$ cat config.mk
export PLATFORM = sky130hd
export DESIGN_NAME = vec_mac_sequencer
export DESIGN_NICKNAME = d
export VERILOG_FILES = /design/src/rtl/vec_seq_pkg.sv /design/src/rtl/seq_idx_counter.sv /design/src/rtl/vec_mac_sequencer.sv
export SDC_FILE = /design/constraint.sdc
export NUM_CORES = 1
export LEC_CHECK = 0
export BUFFER_PORTS_ARGS = -buffer_cell sky130_fd_sc_hd__buf_2
export CAP_MARGIN = 20
export CORE_AREA = 2 2 39 41
export CTS_BUF_LIST = sky130_fd_sc_hd__clkbuf_4
export CTS_CLUSTER_DIAMETER = 30
export DETAILED_ROUTE_END_ITERATION = 6
export DIE_AREA = 0 0 41 43
export GPL_TIMING_DRIVEN = 0
export HOLD_SLACK_MARGIN = 0.08
export PLACE_DENSITY = 0.77
export SLEW_MARGIN = 10
export SYNTH_ARGS = -nofsm -noshare
export SYNTH_HDL_FRONTEND = slang
export SYNTH_HIERARCHICAL = 1
export SYNTH_SLANG_ARGS = --single-unit
$ cat constraint.sdc
create_clock -name clk -period 4.72 [get_ports clk]
set_input_delay 0.472 -clock clk [delete_from_list [all_inputs] [get_ports clk]]
set_output_delay 0.472 -clock clk [all_outputs]
set_load 0.01 [all_outputs]
$ cat src/rtl/vec_seq_pkg.sv
// ============================================================================
// Module   : vec_seq_pkg
// Brief    : Shared types and default parameters for the dot-product sequencer.
// Revision : 1.0 - initial release
// ============================================================================
`default_nettype none

package vec_seq_pkg;

  localparam int unsigned C_VEC_LEN = 32;
  localparam int unsigned C_IDX_W   = 6;
  localparam int unsigned C_MAC_LAT = 2;

  // All-ones index marks "no element selected"
  localparam logic [C_IDX_W-1:0] C_IDLE_IDX = '1;

  typedef enum logic [2:0] {
    S_IDLE  = 3'd0,
    S_CLEAR = 3'd1,
    S_RUN   = 3'd2,
    S_DRAIN = 3'd3,
    S_DONE  = 3'd4
  } seq_state_t;

endpackage

`default_nettype wire

$ cat src/rtl/seq_idx_counter.sv
// ============================================================================
// Module   : seq_idx_counter
// Brief    : Element index register with load-zero, increment and park-at-all-ones.
// Revision : 1.0 - initial release
// ============================================================================
`default_nettype none

module seq_idx_counter #(
  parameter int unsigned VEC_LEN = 32,
  parameter int unsigned IDX_W   = 6
) (
  input  logic             clk,
  input  logic             rst,
  input  logic             load_zero,
  input  logic             inc,
  input  logic             to_idle,
  output logic [IDX_W-1:0] idx,
  output logic             last
);

  localparam logic [IDX_W-1:0] C_LAST_IDX = IDX_W'(VEC_LEN - 1);

  logic [IDX_W-1:0] r_idx;

  // Parking has priority so an abandoned pass never leaves a live index
  always_ff @(posedge clk) begin
    if (rst) begin
      r_idx <= '1;
    end else if (to_idle) begin
      r_idx <= '1;
    end else if (load_zero) begin
      r_idx <= '0;
    end else if (inc) begin
      r_idx <= r_idx + IDX_W'(1);
    end
  end

  assign idx  = r_idx;
  assign last = (r_idx == C_LAST_IDX);

endmodule

`default_nettype wire

$ cat src/rtl/vec_mac_sequencer.sv
// ============================================================================
// Module   : vec_mac_sequencer
// Brief    : Handshaked control FSM for one dot-product pass of the MAC datapath.
//            Optional abort input enabled by defining VEC_SEQ_ABORT_EN.
// Revision : 1.0 - initial release
// ============================================================================
`default_nettype none

module vec_mac_sequencer
  import vec_seq_pkg::*;
#(
  parameter int unsigned VEC_LEN = C_VEC_LEN,
  parameter int unsigned IDX_W   = C_IDX_W,
  parameter int unsigned MAC_LAT = C_MAC_LAT
) (
  input  logic             clk,
  input  logic             rst,
  input  logic             start,
  output logic             start_ready,
  output logic             busy,
  input  logic             op_valid,
  output logic [IDX_W-1:0] elem_idx,
  output logic             acc_clr,
  output logic             mac_en,
  output logic             res_valid,
  input  logic             res_ready
`ifdef VEC_SEQ_ABORT_EN
  ,
  input  logic             abort
`endif
);

  localparam int unsigned      DRN_W      = (MAC_LAT > 1) ? $clog2(MAC_LAT) : 1;
  localparam logic [DRN_W-1:0] C_DRN_LOAD = DRN_W'(MAC_LAT - 1);

  seq_state_t       r_state;
  seq_state_t       w_state_nxt;
  logic [DRN_W-1:0] r_drn_cnt;
  logic [DRN_W-1:0] w_drn_nxt;

  logic w_in_pass;
  logic w_kill;
  logic w_idx_load;
  logic w_idx_inc;
  logic w_idx_idle;
  logic w_idx_last;

  assign w_in_pass = (r_state == S_CLEAR) || (r_state == S_RUN) || (r_state == S_DRAIN);

`ifdef VEC_SEQ_ABORT_EN
  assign w_kill = abort && w_in_pass;
`else
  assign w_kill = 1'b0;
`endif

  always_ff @(posedge clk) begin
    if (rst) begin
      r_state   <= S_IDLE;
      r_drn_cnt <= '0;
    end else begin
      r_state   <= w_state_nxt;
      r_drn_cnt <= w_drn_nxt;
    end
  end

  always_comb begin
    w_state_nxt = r_state;
    w_drn_nxt   = r_drn_cnt;
    w_idx_load  = 1'b0;
    w_idx_inc   = 1'b0;
    w_idx_idle  = 1'b0;

    case (r_state)
      S_IDLE: begin
        if (start) begin
          w_state_nxt = S_CLEAR;
        end
      end
      S_CLEAR: begin
        w_state_nxt = S_RUN;
        w_idx_load  = 1'b1;
      end
      S_RUN: begin
        if (op_valid) begin
          if (w_idx_last) begin
            w_state_nxt = S_DRAIN;
            w_idx_idle  = 1'b1;
            w_drn_nxt   = C_DRN_LOAD;
          end else begin
            w_idx_inc = 1'b1;
          end
        end
      end
      S_DRAIN: begin
        // The last MAC issued needs MAC_LAT cycles before the accumulator is final
        if (r_drn_cnt == '0) begin
          w_state_nxt = S_DONE;
        end else begin
          w_drn_nxt = r_drn_cnt - DRN_W'(1);
        end
      end
      S_DONE: begin
        if (res_ready) begin
          w_state_nxt = S_IDLE;
        end
      end
      default: begin
        w_state_nxt = S_IDLE;
        w_idx_idle  = 1'b1;
      end
    endcase

    if (w_kill) begin
      w_state_nxt = S_IDLE;
      w_idx_load  = 1'b0;
      w_idx_inc   = 1'b0;
      w_idx_idle  = 1'b1;
    end
  end

  seq_idx_counter #(
    .VEC_LEN (VEC_LEN),
    .IDX_W   (IDX_W)
  ) u_idx (
    .clk       (clk),
    .rst       (rst),
    .load_zero (w_idx_load),
    .inc       (w_idx_inc),
    .to_idle   (w_idx_idle),
    .idx       (elem_idx),
    .last      (w_idx_last)
  );

  assign start_ready = (r_state == S_IDLE);
  assign busy        = w_in_pass;
  assign acc_clr     = (r_state == S_CLEAR);
  assign res_valid   = (r_state == S_DONE);
  assign mac_en      = (r_state == S_RUN) && op_valid;

endmodule

`default_nettype wire

* Yosys cells after proc, flatten, opt, wreduce, memory -nomap -nowiden
Cells that the tools add are included.
Operators by class: reduce and logical (&&, ||, !) cells 10, multiplexer cells 19, $add $sub $neg 2, equality and inequality tests 10
Operator list (count):
- 3-bit 2-to-1 mux | 5
- 3-bit case mux with 5 select lines | 1
- 6-bit 2-to-1 mux | 2
- 1-bit 2-to-1 mux | 9
- 6-bit by 1-bit adder with 6-bit output, second input constant | 1
- 3-bit by 2-bit equality test with 1-bit output, second input constant | 2
- 6-bit by 5-bit equality test with 1-bit output, second input constant | 1
- 2-bit != test, second input constant | 3
- 5-bit AND reduction | 1
- 2-bit by 1-bit != test with 1-bit output, second input constant | 2
- 1-bit case mux with 2 select lines | 2
- 2-bit nonzero test | 2
- 4-bit OR reduction | 1
- 3-bit by 1-bit equality test with 1-bit output, second input constant | 1
- 3-bit equality test, second input constant | 1
- 3-bit zero test | 1
- 3-bit AND reduction | 1
- 1-bit logical OR | 2
- 2-bit OR reduction | 1
- 1-bit logical AND | 1
- 1-bit subtractor, second input constant | 1
Word-level totals: register bits 10, output and inout bits 11, input bits 5, logic and storage cells 44

* Logic depth before layout (Yosys ltp)
depth in word-level cells 6, mapped depth 7, mapped depth without buffers 6

* Cells and area by module
The synthesis kept the hierarchy.
By module, submodules not included:
- seq_idx_counter | area an instance 281.5 µm², instances 1, sequential area each 120.1 µm², cells each 29
- vec_mac_sequencer | area an instance 265.3 µm², instances 1, sequential area each 80.1 µm², cells each 31

* Worst setup path after synthesis
OpenSTA, ideal clock, no wires.
path kind reg2reg, from reg u_idx.r_idx[0], in the netlist u_idx/idx[0], to reg u_idx.r_idx[3], in the netlist u_idx/idx[3], period minus slack after synthesis 1.696 ns, slack 3.024 ns, data required time 4.590 ns, stages on the path, launching flop included 8, buffers on the path 1, data arrival time 1.567 ns, cells stage by stage dfxtp_1 ha_1 nor3b_1 nor2_1 buf_2 o2111ai_1 xor2_1 o21ai_1
On the way: word-level cells in the longest chain between the ends 5
Ends and longest elaborated chain:
- start, declared | line seq_idx_counter.sv:23 | logic [IDX_W-1:0] r_idx;
- start signal, assigned | line seq_idx_counter.sv:34 | r_idx <= r_idx + IDX_W'(1);
- 6-bit by 5-bit equality test with 1-bit output | line seq_idx_counter.sv:39 | assign last = (r_idx == C_LAST_IDX);
- via w_idx_last | line vec_mac_sequencer.sv:46 | logic w_idx_last;
- 1-bit 2-to-1 mux | line vec_mac_sequencer.sv:85 | if (w_idx_last) begin
- 1-bit 2-to-1 mux | line vec_mac_sequencer.sv:84 | if (op_valid) begin
- 1-bit 2-to-1 mux | line vec_mac_sequencer.sv:73 | case (r_state)
- via w_idx_inc | line vec_mac_sequencer.sv:44 | logic w_idx_inc;
- 2-bit nonzero test (no source line)
The timed path passes the listed nets, and every way through them passes these cells. The select of a mux whose other input is x is not followed. A chain may end at the register's enable or synchronous reset.

* Final worst setup path
from reg r_state[0], to out acc_clr
On the way: word-level cells in the longest chain between the ends 1
Ends and longest elaborated chain:
- start, declared | line vec_mac_sequencer.sv:36 | seq_state_t r_state;
- start signal, assigned | line vec_mac_sequencer.sv:61 | r_state <= w_state_nxt;
- 3-bit by 1-bit equality test with 1-bit output | line vec_mac_sequencer.sv:136 | assign acc_clr = (r_state == S_CLEAR);
- end, declared | line vec_mac_sequencer.sv:23 | output logic acc_clr,
Every way passes these cells.

==> impl_summary.md <==
Run status
The flow ran to the end, and the final reports show no timing, DRC or antenna violations.

Yosys
The netlist uses 33 different library cells. The register bit count reported by yosys is 10. The cell area that synthesis handed to floorplanning was roughly 550 um^2. The number of nets produced by synthesis is 66. Averaged over all synthesized cells, the footprint is about 9.1 um^2. The top flip-flop cell by instance count after synthesis is sky130_fd_sc_hd__dfxtp_1. After technology mapping, the gate count stands at 60. Of all flip-flops after synthesis, the portion carrying an async set or reset was 0. The count of flip-flops with a built-in enable after synthesis is 0.

The share of the yosys chip area belonging to registers is 0.366. The count of yosys warnings during synthesis is 6.

Timing
The hold violation total from the final report is 0. The final setup slack of the worst path is 2.69 ns. The peak clock frequency supported by timing is slightly below 0.5 GHz. Setup repair after global routing left no endpoint under its margin. The worst slew margin relative to its limit is 0.748. The final critical path time including I/O delays and setup is slightly above 2 ns.

On the final layout, the worst clock skew is 0.00139 ns. After routing, the total negative slack on setup checks comes to 0 ns. Dividing the final minimum period by the clock period gives 0.431.

The transition at the pin with the smallest max-transition slack is ~0.38 ns. The count of pins over their slew limit is 0. Setup violations remaining at the end of the flow were counted as 0.

Global routing
The number of global-route vias before repair came to roughly 430. The residual overflow from global routing is 0. The first global-routing pass estimated 1760 um of wire. For this run, global-route usage on met2 was measured as 0.225. In this run the most used layer during global routing was met2.

The global-route met1 utilization is 0.173. The fraction of met3 tracks used by global routing is 0.0942. The maximum number of pins on one net before global-route repair is 11. The initial antenna violation count is 0. In the global route stage, overall resource usage came out at 0.150.

Worst setup path
For the worst setup path, the data arrival time is 1.56 ns. The buffers plus inverters on the worst setup path is 2. The startpoint of the most critical register-to-register path is u_idx/idx[0].

The required time of the critical path is around 4.3 ns. Tracing the worst setup path back leads to its startpoint at r_state[0]. The endpoint class of the critical path is an output port. Of all nets on the critical path, the largest fanout is 10. The delay of the slowest cell on the worst path is between 0.4 and 0.5 ns. Walking the worst path, the cells encountered are clkbuf_1 > and3_1 > buf_2. The category of cells accounting for the largest share of critical-path delay is buffers and inverters. The worst setup path is of the flip-flop to output port kind. The worst setup path is launched from a flip-flop. For this design, the slowest cell found on the critical path is sky130_fd_sc_hd__and3_1.

CTS
The post-CTS resize count is 0. The CTS tree is done. The insertion delay to the later sink of the worst-skew pair is between 0.2 and 0.3 ns. The CTS clock-pin slew for the worst setup and hold paths is 0.06 ns. The post-cts hold buffer count is 0. The CTS buffer count is 3. The number of buffers inserted by post-CTS setup repair is 0. The number of H-tree levels is 1.

The clock drives 10 sinks. The buffer type at the clock tree root is sky130_fd_sc_hd__clkbuf_4. The number of buffers between clock root and the deepest sink is 2.

Place
After legalization and detailed placement, the total HPWL measured between 800 and 900 um. The placement-stage worst setup slack is a little under 3 ns. The global placement routability congestion is approximately 0.71. The port buffer count is 15.

Pwr
For this design the ratio of total power to cell area is roughly 380 mW/mm^2. For this design the static power due to leakage is roughly 0.27 nW. The maximum vdd drop is 0.207 mV.

Drt
The number of vias per cell after detailed routing is 5.29. The remaining antenna violation count is 0. The routed design has approximately 1100 um of wire. The detailed-route via count is roughly 500. In the final routed layout, each cell accounts on average for between 10 and 15 um. The number of optimization iterations in the first detailed-route pass is 4. The iteration-0 DRC count of the detailed router is 6. For this run, design rule violations remaining after detail routing come to 0.

Floorplanning
The height of the die is ~43 um. The core outline area is 0.00138 mm^2. During I/O placement, the number of pins put on the boundary was 16. The count of standard-cell rows is 14. Measured along the x axis, the die boundary spans roughly 41 um. The die area is roughly 0.0018 mm^2. For this configuration, the core starts out at a cell density of 0.395.

Flow run
The number of max-cap violations is 0.

Cells and area
The area growth from synthesis to layout is 22.2%. In the final layout, the share of cells above drive strength 1 is 0.329. The number of antenna diodes is 0. The final core area utilization is 0.483. Fill cells in the final layout number ~140. The final net count is between 80 and 90.

Min path
The class of the tightest hold or removal check is primary input to flip-flop. The startpoint of the tightest hold check path is rst.
==> flip-flops by register name (all words and copies together), names as in the netlist <==
signal / flops
u_idx/idx: 6
r_state: 3
r_drn_cnt: 1
==> metrics by stage <==
stage	instance area, um^2	cells	power [mW]	hold slack [ns]
after floorplan	547	60	0.168	0.470
after global placement	642	91	0.192	0.514
after detailed placement	642	91	0.195	0.522
after CTS	668	95	0.257	0.409
after global routing	668	95	0.276	0.397
final	668	95	0.253	0.414
==> metal layers <==
layer / wire length [um] / up-vias
met5: 0 / -
met1: 514 / 224
met3: 104 / 0
met2: 508 / 22
li1: - / 257
met4: 0 / 0
==> synthesized netlist by cell type, types with 2 or more instances <==
cell                         n  area share
sky130_fd_sc_hd__nor3_1      3       0.027
sky130_fd_sc_hd__o21ai_1     4       0.037
sky130_fd_sc_hd__inv_1       4       0.027
sky130_fd_sc_hd__o21ai_0     2       0.018
sky130_fd_sc_hd__xor2_1      3       0.048
sky130_fd_sc_hd__and3b_1     2       0.032
sky130_fd_sc_hd__nand3_1     2       0.018
sky130_fd_sc_hd__nor2_1      5       0.034
sky130_fd_sc_hd__nand4bb_1   2       0.041
sky130_fd_sc_hd__dfxtp_1    10        0.37
==> power breakdown <==
part	leakage [nW]	internal, mW	switching (mW)
logic	0.175	0.0381	0.0435
registers	0.0824	0.0972	0.0143
clock network	0.0154	0.0306	0.0299
total	0.273	0.166	0.0876
==> cells by family after synthesis <==
kind of cell             after synthesis  share of synthesized area
flip-flops                            10                      0.366
XOR/XNOR                               4                     0.0641
AO/OA/AOI/OAI                         13                      0.176
buffers and inverters                  7                     0.0640
AND/OR/NAND/NOR                       24                      0.288
multiplexers                           1                     0.0183
adder cells (fa/ha/maj)                1                     0.0229
==> placed cells by master, fill, tap and decap left out, types with 2 or more instances in the layout <==
master,netlist,layout
sky130_fd_sc_hd__and3b_1,2,2
sky130_fd_sc_hd__inv_1,4,4
sky130_fd_sc_hd__o21ai_0,2,2
sky130_fd_sc_hd__nand3_1,2,2
sky130_fd_sc_hd__buf_2,1,16
sky130_fd_sc_hd__dfxtp_1,10,10
sky130_fd_sc_hd__nor3_1,3,3
sky130_fd_sc_hd__xor2_1,3,3
sky130_fd_sc_hd__nor2_1,5,5
sky130_fd_sc_hd__nand4bb_1,2,2
sky130_fd_sc_hd__o21ai_1,4,4
sky130_fd_sc_hd__clkbuf_4,0,3
==> worst register-to-register path: stages (launching register included) <==
cell,delay [ns]
sky130_fd_sc_hd__dfxtp_1,0.42
sky130_fd_sc_hd__ha_1,0.22
sky130_fd_sc_hd__nor3b_1,0.35
sky130_fd_sc_hd__nor2_1,0.08
sky130_fd_sc_hd__buf_2,0.17
sky130_fd_sc_hd__o2111ai_1,0.21
sky130_fd_sc_hd__xor2_1,0.18
sky130_fd_sc_hd__o21ai_1,0.07
==> cell type report <==
cell class | instances | area, um^2 | area share
plain buffers | 3 | 20.0 | 0.0300
clock buffers | 3 | 22.5 | 0.0337
clock inverters | 1 | 3.75 | 0.00562
inverters | 4 | 15.0 | 0.0225
multi-input cells | 43 | 312 | 0.466
flip-flops and latches | 10 | 200 | 0.300
well taps | 16 | 20.0 | 0.0300
repair buffers | 15 | 75.1 | 0.112
==> worst paths after layout <==
path / slack [ns] / cells after the start / endpoint
min reg2reg: 0.54 / 2 / r_drn_cnt
min: 0.41 / 2 / r_state[2]
max reg2reg: 2.90 / 7 / u_idx/idx[3]
max: 2.69 / 3 / acc_clr
Note: power is estimated with default switching activity, not from simulation.
